===== src/rtl/parallel_copy_sequencer.sv =====
// parallel_copy_sequencer: turns one batch of parallel register copies into an
// equivalent sequential move list, breaking copy cycles through TMP_REG.
// Optional feature macro: PCS_STATS_EN (move / cycle-break counters).
module parallel_copy_sequencer #(
  parameter int unsigned REG_W      = 5,
  parameter int unsigned MAX_COPIES = 8,
  parameter int unsigned TMP_REG    = 31
) (
  input  logic             clk,
  input  logic             rst_n,
  input  logic             in_valid,
  output logic             in_ready,
  input  logic [REG_W-1:0] in_dst,
  input  logic [REG_W-1:0] in_src,
  input  logic             in_last,
  output logic             out_valid,
  input  logic             out_ready,
  output logic [REG_W-1:0] out_dst,
  output logic [REG_W-1:0] out_src,
  output logic             out_last,
  output logic             done,
  output logic             err,
  output logic [15:0]      stat_moves,
  output logic [15:0]      stat_brks
);

  localparam int unsigned CNT_W = $clog2(MAX_COPIES + 1);
  localparam int unsigned IDX_W = (MAX_COPIES > 1) ? $clog2(MAX_COPIES) : 1;
  localparam logic [REG_W-1:0] TMP = REG_W'(TMP_REG);

  typedef enum logic [1:0] {S_LOAD, S_SCHED, S_EMIT} state_e;

  state_e                  state_q, state_d;
  logic [MAX_COPIES-1:0]   vld_q, vld_d;
  logic [REG_W-1:0]        dst_q [MAX_COPIES];
  logic [REG_W-1:0]        dst_d [MAX_COPIES];
  logic [REG_W-1:0]        src_q [MAX_COPIES];
  logic [REG_W-1:0]        src_d [MAX_COPIES];
  logic [CNT_W-1:0]        cnt_q, cnt_d;
  logic                    bad_q, bad_d;
  logic                    in_ready_q, in_ready_d;
  logic                    out_valid_q, out_valid_d;
  logic [REG_W-1:0]        out_dst_q, out_dst_d;
  logic [REG_W-1:0]        out_src_q, out_src_d;
  logic                    out_last_q, out_last_d;
  logic                    done_q, done_d;
  logic                    err_q, err_d;

  logic [MAX_COPIES-1:0]   rdy;
  logic                    any_rdy;
  logic [IDX_W-1:0]        rdy_idx;
  logic [IDX_W-1:0]        vld_idx;
  logic [CNT_W-1:0]        npend;
  logic                    new_bad;

  // A pending slot may be written once no other pending slot still reads its dst.
  always_comb begin
    rdy = '0;
    for (int unsigned i = 0; i < MAX_COPIES; i++) begin
      rdy[i] = vld_q[i];
      for (int unsigned j = 0; j < MAX_COPIES; j++) begin
        if (j != i && vld_q[j] && src_q[j] == dst_q[i]) rdy[i] = 1'b0;
      end
    end
  end

  // Lowest-index ready slot, lowest-index pending slot, and pending count.
  always_comb begin
    any_rdy = 1'b0;
    rdy_idx = '0;
    vld_idx = '0;
    npend   = '0;
    for (int i = int'(MAX_COPIES) - 1; i >= 0; i--) begin
      if (rdy[i]) begin
        any_rdy = 1'b1;
        rdy_idx = IDX_W'(i);
      end
      if (vld_q[i]) vld_idx = IDX_W'(i);
    end
    for (int unsigned i = 0; i < MAX_COPIES; i++) npend = npend + CNT_W'(vld_q[i]);
  end

  // Next-state, table update and registered-output selection.
  always_comb begin
    state_d     = state_q;
    vld_d       = vld_q;
    dst_d       = dst_q;
    src_d       = src_q;
    cnt_d       = cnt_q;
    bad_d       = bad_q;
    out_valid_d = out_valid_q;
    out_dst_d   = out_dst_q;
    out_src_d   = out_src_q;
    out_last_d  = out_last_q;
    done_d      = 1'b0;
    err_d       = 1'b0;
    new_bad     = 1'b0;
    case (state_q)
      S_LOAD: begin
        if (in_valid && in_ready_q) begin
          if (in_dst != in_src) begin
            if (in_dst == TMP || in_src == TMP || cnt_q == CNT_W'(MAX_COPIES)) new_bad = 1'b1;
            for (int unsigned i = 0; i < MAX_COPIES; i++) begin
              if (vld_q[i] && dst_q[i] == in_dst) new_bad = 1'b1;
            end
            if (!new_bad) begin
              for (int unsigned i = 0; i < MAX_COPIES; i++) begin
                if (CNT_W'(i) == cnt_q) begin
                  vld_d[i] = 1'b1;
                  dst_d[i] = in_dst;
                  src_d[i] = in_src;
                end
              end
              cnt_d = cnt_q + CNT_W'(1);
            end
          end
          bad_d = bad_q | new_bad;
          if (in_last) begin
            if (bad_d || cnt_d == '0) begin
              done_d = 1'b1;
              err_d  = bad_d;
              vld_d  = '0;
              cnt_d  = '0;
              bad_d  = 1'b0;
            end else begin
              state_d = S_SCHED;
            end
          end
        end
      end
      S_SCHED: begin
        out_valid_d = 1'b1;
        state_d     = S_EMIT;
        if (any_rdy) begin
          out_dst_d      = dst_q[rdy_idx];
          out_src_d      = src_q[rdy_idx];
          out_last_d     = (npend == CNT_W'(1));
          vld_d[rdy_idx] = 1'b0;
        end else begin
          // Cycle: park the victim's old value in TMP and redirect its readers.
          out_dst_d  = TMP;
          out_src_d  = dst_q[vld_idx];
          out_last_d = 1'b0;
          for (int unsigned i = 0; i < MAX_COPIES; i++) begin
            if (vld_q[i] && src_q[i] == dst_q[vld_idx]) src_d[i] = TMP;
          end
        end
      end
      S_EMIT: begin
        if (out_ready) begin
          out_valid_d = 1'b0;
          if (out_last_q) begin
            done_d     = 1'b1;
            out_last_d = 1'b0;
            vld_d      = '0;
            cnt_d      = '0;
            bad_d      = 1'b0;
            state_d    = S_LOAD;
          end else begin
            state_d = S_SCHED;
          end
        end
      end
      default: state_d = S_LOAD;
    endcase
  end

  assign in_ready_d = (state_d == S_LOAD);

  // State, copy table and output registers.
  always_ff @(posedge clk or negedge rst_n) begin
    if (!rst_n) begin
      state_q <= S_LOAD;
      vld_q   <= '0;
      for (int unsigned i = 0; i < MAX_COPIES; i++) begin
        dst_q[i] <= '0;
        src_q[i] <= '0;
      end
      cnt_q       <= '0;
      bad_q       <= 1'b0;
      in_ready_q  <= 1'b1;
      out_valid_q <= 1'b0;
      out_dst_q   <= '0;
      out_src_q   <= '0;
      out_last_q  <= 1'b0;
      done_q      <= 1'b0;
      err_q       <= 1'b0;
    end else begin
      state_q     <= state_d;
      vld_q       <= vld_d;
      dst_q       <= dst_d;
      src_q       <= src_d;
      cnt_q       <= cnt_d;
      bad_q       <= bad_d;
      in_ready_q  <= in_ready_d;
      out_valid_q <= out_valid_d;
      out_dst_q   <= out_dst_d;
      out_src_q   <= out_src_d;
      out_last_q  <= out_last_d;
      done_q      <= done_d;
      err_q       <= err_d;
    end
  end

  assign in_ready  = in_ready_q;
  assign out_valid = out_valid_q;
  assign out_dst   = out_dst_q;
  assign out_src   = out_src_q;
  assign out_last  = out_last_q;
  assign done      = done_q;
  assign err       = err_q;

`ifdef PCS_STATS_EN
  logic [15:0] moves_q;
  logic [15:0] brks_q;

  // Saturating counters of emitted moves and of TMP_REG (cycle-break) moves.
  always_ff @(posedge clk or negedge rst_n) begin
    if (!rst_n) begin
      moves_q <= '0;
      brks_q  <= '0;
    end else if (out_valid_q && out_ready) begin
      if (moves_q != 16'hFFFF) moves_q <= moves_q + 16'd1;
      if (out_dst_q == TMP && brks_q != 16'hFFFF) brks_q <= brks_q + 16'd1;
    end
  end

  assign stat_moves = moves_q;
  assign stat_brks  = brks_q;
`else
  assign stat_moves = 16'd0;
  assign stat_brks  = 16'd0;
`endif

endmodule


===== config.mk =====
export PLATFORM = sky130hd
export DESIGN_NAME = parallel_copy_sequencer
export DESIGN_NICKNAME = d
export VERILOG_FILES = /design/src/rtl/parallel_copy_sequencer.sv
export SDC_FILE = /design/constraint.sdc
export NUM_CORES = 1
export LEC_CHECK = 0
export BUFFER_PORTS_ARGS = -buffer_cell sky130_fd_sc_hd__buf_2
export CELL_PAD_IN_SITES_DETAIL_PLACEMENT = 1
export CELL_PAD_IN_SITES_GLOBAL_PLACEMENT = 2
export CORE_UTILIZATION = 43
export DETAILED_ROUTE_END_ITERATION = 10
export PLACE_DENSITY_LB_ADDON = 0.2
export RECOVER_POWER = 50
export SYNTH_ARGS = -nofsm -noshare
export SYNTH_HDL_FRONTEND = slang
export SYNTH_SLANG_ARGS = --single-unit

===== constraint.sdc =====
create_clock -name clk -period 6.4 [get_ports clk]
set_input_delay 0.32 -clock clk [delete_from_list [all_inputs] [get_ports clk]]
set_output_delay 0.32 -clock clk [all_outputs]
set_load 0.01 [all_outputs]

### Word-level counts from Yosys, hierarchy flattened

Cells that the tools add are included.

| operators by class | value |
|---|---|
| equal/unequal tests | 109 |
| muxes and demuxes | 182 |
| bitwise gates (word level) | 6 |
| $add $sub $neg | 8 |
| magnitude comparators | 4 |
| reduce and logical (&&, ||, !) cells | 104 |

Operator list:

| kind | number |
|---|---|
| 5-bit == test | 72 |
| 40-bit two-way mux | 4 |
| 5-bit two-way mux | 24 |
| 1-bit two-way mux | 105 |
| 40-bit case mux with 2 select lines | 1 |
| 1-bit logical AND | 74 |
| 8-bit two-way mux | 8 |
| 7-bit AND reduction | 8 |
| 3-bit two-way mux | 16 |
| 2-bit != test (second input constant) | 23 |
| 5-bit binary-select mux with 3-bit select | 3 |
| 5-bit AND reduction | 9 |
| 4-bit two-way mux | 9 |
| 8-bit case mux with 3 select lines | 1 |
| 4-bit by 1-bit adder with 4-bit output | 4 |
| 3-bit by 4-bit == test with 1-bit output (first input constant) | 4 |
| 5-bit == test (second input constant) | 2 |
| 8-bit bitwise AND | 1 |
| 2-bit by 4-bit == test with 1-bit output (first input constant) | 2 |
| 4-bit >= comparator (second input constant) | 2 |
| 4-bit logical NOT | 2 |
| 2-bit two-way mux | 4 |
| 3-bit inverter with 4-bit output | 2 |
| 8-bit inverter | 1 |
| other kinds (24) | 32 |

| storage, ports and cells | value |
|---|---|
| input port bits | 15 |
| word-level logic and storage cells | 440 |
| bits in registers | 110 |

### Longest topological paths before layout

| depth | value |
|---|---|
| depth after elaboration | 26 |
| mapped depth | 13 |

### Least setup slack after synthesis

No wires, ideal clock.

| timing path | value |
|---|---|
| path type | register to register |
| start | register vld_q[7] |
| end | register src_q[13] (netlist name) |
| cell stages (with the launch flop) | 14 |
| library setup time | 66 ps |
| slack | 3191 ps |
| arrival | 3142 ps |
| cell sequence | dfrtp_1 -> buf_4 -> inv_2 -> a211oi_2 -> o31ai_1 -> buf_4 -> mux4_2 -> mux2_2 -> buf_4 -> xor2_1 -> nor4_1 -> nand3_1 -> a21oi_1 -> o32a_1 |

| between the ends | value |
|---|---|
| longest elaborated chain between the ends | 17 |
| elaborated cells between the ends (all ways) | 52 |
| those cells by class | eq/ne: 4; mux: 37; bitwise: 1; reduce/logical: 10 |

RTL lines:

| what | line | RTL |
|---|---|---|
| from (decl) | 34 | `logic [MAX_COPIES-1:0] vld_q, vld_d;` |
| from (signal assigned) | 190 | `vld_q <= vld_d;` |
| parallel branches: the longest is 16 deep, another holds 5-bit binary-select mux with 3-bit select | - |  |
| 7-bit AND reduction (no line) * | - |  |
| to (signal assigned) | 192 | `src_q <= src_d;` |
| to (decl) | 37 | `logic [REG_W-1:0] src_q [MAX_COPIES];` |

Every way passes the cells marked *. The select of a mux whose other input is x is not followed.
A chain may end at the register's enable or synchronous reset.

### Worst setup path after layout

| timing path | value |
|---|---|
| start | register state_q[1] |
| end | register src_q[37] (netlist name) |

| between the ends | value |
|---|---|
| longest elaborated chain between the ends | 3 |
| elaborated cells between the ends (all ways) | 11 |
| those cells by class | eq/ne: 7; mux: 1; reduce/logical: 3 |

RTL lines:

| what | line | RTL |
|---|---|---|
| from (decl) | 33 | `state_e state_q, state_d;` |
| from (signal assigned) | 189 | `state_q <= state_d;` |
| 2-bit by 1-bit == test with 1-bit output or 2-bit logical NOT (tied branches) | 98 | `case (state_q)` |
| 2-bit != test (no line) or 2-bit nonzero test (tied branches) | - |  |
| 7-bit AND reduction (no line) | - |  |

Parallel ways exist; a longest one is shown, timed or not.

==> flow_summary_export.csv <==
group,metric,value,unit
layout,multi_input_area,7410,um^2
clock_tree,cts-resized-gates,0,
floorplanning,die_h,162,um
placed_design,place_hpwl,31.4,mm
power_and_ir_drop,peakVddDrop,0.285,mV
logic_synthesis,yosys_warnings,0,
worst_setup_path,cp-end-kind,"flop",
worst_setup_path,critPathLaunchType,"flop",
timing,worst_pin_slew,2.71,ns
timing,fmax,211,MHz
global_routing,grt_max_degree,70,
global_routing,grt_use_met1,50.6,%
floorplanning,die-area,26200,um^2
detailed_routing,wl_per_cell,30.7,um
detailed_routing,dr_total_vias,9586,
logic_synthesis,netlist_instances,1222,
power_and_ir_drop,total_power,5.93,mW
logic_synthesis,synth.top_cells.by_count,"xor2_1, xnor2_1, dfrtp_1",
global_routing,grt_usage,35.5,%
layout,regArea,2750,um^2
timing,fin_skew,0.0163,ns
global_routing,grt_pass1_vias,9498,
logic_synthesis,synth_seq_cells,110,
clock_tree,clockBufferDepth,2,
detailed_routing,drc,0,
clock_tree,cts_tree,"done",
placed_design,place_area,10900,um^2
worst_setup_path,required,6.63,ns
global_routing,grt_pass1_wl,67.3,mm
global_routing,met3_usage,6.00,%
timing,rsz0062_at_grt,"no",
logic_synthesis,yosysMostFrequentCell,"xor2_1",
run,maxCapViolations,3,
detailed_routing,routed_wl,45.4,mm
layout,postLayoutCoreUtil,44.5,%
hold_path,holdCritStartpoint,"out_ready",
floorplanning,core_area,25100,um^2
placed_design,port-buffer-count,29,
clock_tree,cts_max_level,3,
power_and_ir_drop,power.leakage,4.65,nW
floorplanning,fp.dieW,162,um
worst_setup_path,arrival,4.98,ns
worst_setup_path,path_cells,"inv_1 -> ha_2 -> clkbuf_1 -> o21ai_2 -> and3_1 -> a21boi_2 -> a2bb2oi_1",
layout,drive_gt1_share,11.0,%
placed_design,place_inst,1464,
global_routing,antenna_found_initial,1,
worst_setup_path,slowest_delay,1.91,ns
hold_path,worstHoldPathType,"in -> reg",
floorplanning,ios,62,
global_routing,busiest_layer,"met2",
logic_synthesis,synth_top_area_cell,"dfrtp_1",
floorplanning,initial_core_util,43.8,%
logic_synthesis,synth_edf_count,0,
clock_tree,cts_buffers,9,
logic_synthesis,async_flop_share,100,%
global_routing,use_met2,54.3,%
clock_tree,hold_buffers,1,
worst_setup_path,crit_type,"reg -> reg",
detailed_routing,antenna_left,0,
logic_synthesis,synth_area_per_cell,9.00,um^2
timing,period_needed,4.75,ns
clock_tree,clk_latency,0.38,ns
layout,fin_area,11200,um^2
floorplanning,num_rows,58,
logic_synthesis,yosysTopAreaCellShare,24.8,%
timing,finalSetupTns,0,ns
clock_tree,clk_pin_slew,0.09,ns
global_routing,overflow,0,
worst_setup_path,startpoint,"state_q[1]",
layout,diodes,0,
logic_synthesis,ys_seq_area_share,25.0,%
clock_tree,cts.sinks,110,
layout,nets,1176,
timing,report.final.slew_viol_count,163,
layout,fin_cells,1481,
power_and_ir_drop,powerDensity,530,nW/um^2
placed_design,gp_congestion,0.969,
run_status,outcome,"complete, but fails checks",
worst_setup_path,rr_worst_depth,7,
layout,fillers,2942,
clock_tree,post-cts-setup-buffers,0,
logic_synthesis,synth_ff_type,"dfrtp_1",
hold_path,hold_depth,2,
timing,slew_headroom,-80.6,%
worst_setup_path,crit_path_max_fanout,49,
logic_synthesis,syn_area,11000,um^2
worst_setup_path,path_depth,7,
run_status,violations,"max-capacitance violations, max-slew violations",
worst_setup_path,cp_slowest_cell,"clkbuf_1",
clock_tree,clockRootBuffer,"clkbuf_16",
layout,area_growth,1.60,%
timing,hold_violations,0,
detailed_routing,drt_iter0_markers,825,
worst_setup_path,path_delay_family,"buffers and inverters",
timing,setup_viol,0,
timing,fin_crit_sh,74.2,%
worst_setup_path,worstReg2RegStart,"state_q[1]",
logic_synthesis,synth_cell_types,74,
detailed_routing,dr.pass1.iters,5,
detailed_routing,viasPerCell,6.47,
worst_setup_path,crit_buf_inv,2,
logic_synthesis,synthTopCellsByArea,"dfrtp_1, xor2_1, xnor2_1",
[cell usage in the layout, fill, tap and decap left out, drive strengths merged, types with 6 or more instances in the layout]
cell     netlist  final
nor3          25     25
o21ai         18     18
buf          121     24
ha            11     11
and3           8      8
dfrtp        109    109
and4           6      6
a22o          13     13
nor4          61     61
inv           26     29
a21oi         25     25
conb           1     32
mux2          56     56
clkbuf        39     27
xnor2        118    118
o22a           6      6
a2bb2oi       20     20
xor2         248    248
nand2         48     48
a31oi         25     25
nor2          41     41
o32a          20     20
mux4           9      9
nand3         55     55
nor2b          8      8
nand4         25     25
[layer usage]
metal  part of all wire (%)  vias up
met5                      0        -
met2                     44      428
met3                    8.0       82
li1                       -     4075
met4                    2.9        0
met1                     45     5001
[cell type report]
type,instances,share of cell area (%)
repair buffers,42,1.97
clock inverters,6,0.470
multi-input cells,957,66.3
clock buffers,10,2.05
well taps,330,3.70
flip-flops and latches,110,24.6
inverters,26,0.874
[where the power goes]
group | internal [mW] | total, mW | switching, mW
clock network | 0.272 | 0.576 | 0.304
logic | 1.48 | 3.06 | 1.58
registers | 0.933 | 2.29 | 1.35
[kinds of logic after synthesis]
family | synth area share (%)
xor gates and xnor gates | 29.2
and+or+nand+nor | 14.5
buffers and inverters | 8.85
AOI/OAI and AO/OA | 12.8
DFF | 25.0
muxes | 7.67
adders and majority gates | 1.98
other | 0.0341
[registers in the layout, summed over array words and instances, names as in the netlist, 2 cells and up]
| signal | cells |
|---|---|
| dst_q | 40 |
| src_q | 40 |
| vld_q | 8 |
| out_dst | 5 |
| out_src | 5 |
| cnt_q | 4 |
| state_q | 2 |
[path summary, 6_finish.rpt]
check / endpoint / slack [ns]
max in group asynchronous: dst_q[16] / 2.32
hold reg to reg: dst_q[10] / 0.51
hold / removal: out_valid / 0.20
setup reg to reg: src_q[37] / 1.65
min in group asynchronous: src_q[28] / 1.22
setup / recovery: src_q[37] / 1.65
[per-stage QoR]
stage | setup slack [ns] | hold slack [ns]
after floorplan | 3.19 | 0.0244
after global placement | 2.21 | 0.354
after detailed placement | 2.17 | 0.364
after CTS | 2.14 | 0.187
after global routing | 1.57 | 0.206
final | 1.65 | 0.197
No activity file was read; power rests on OpenSTA's default activity.
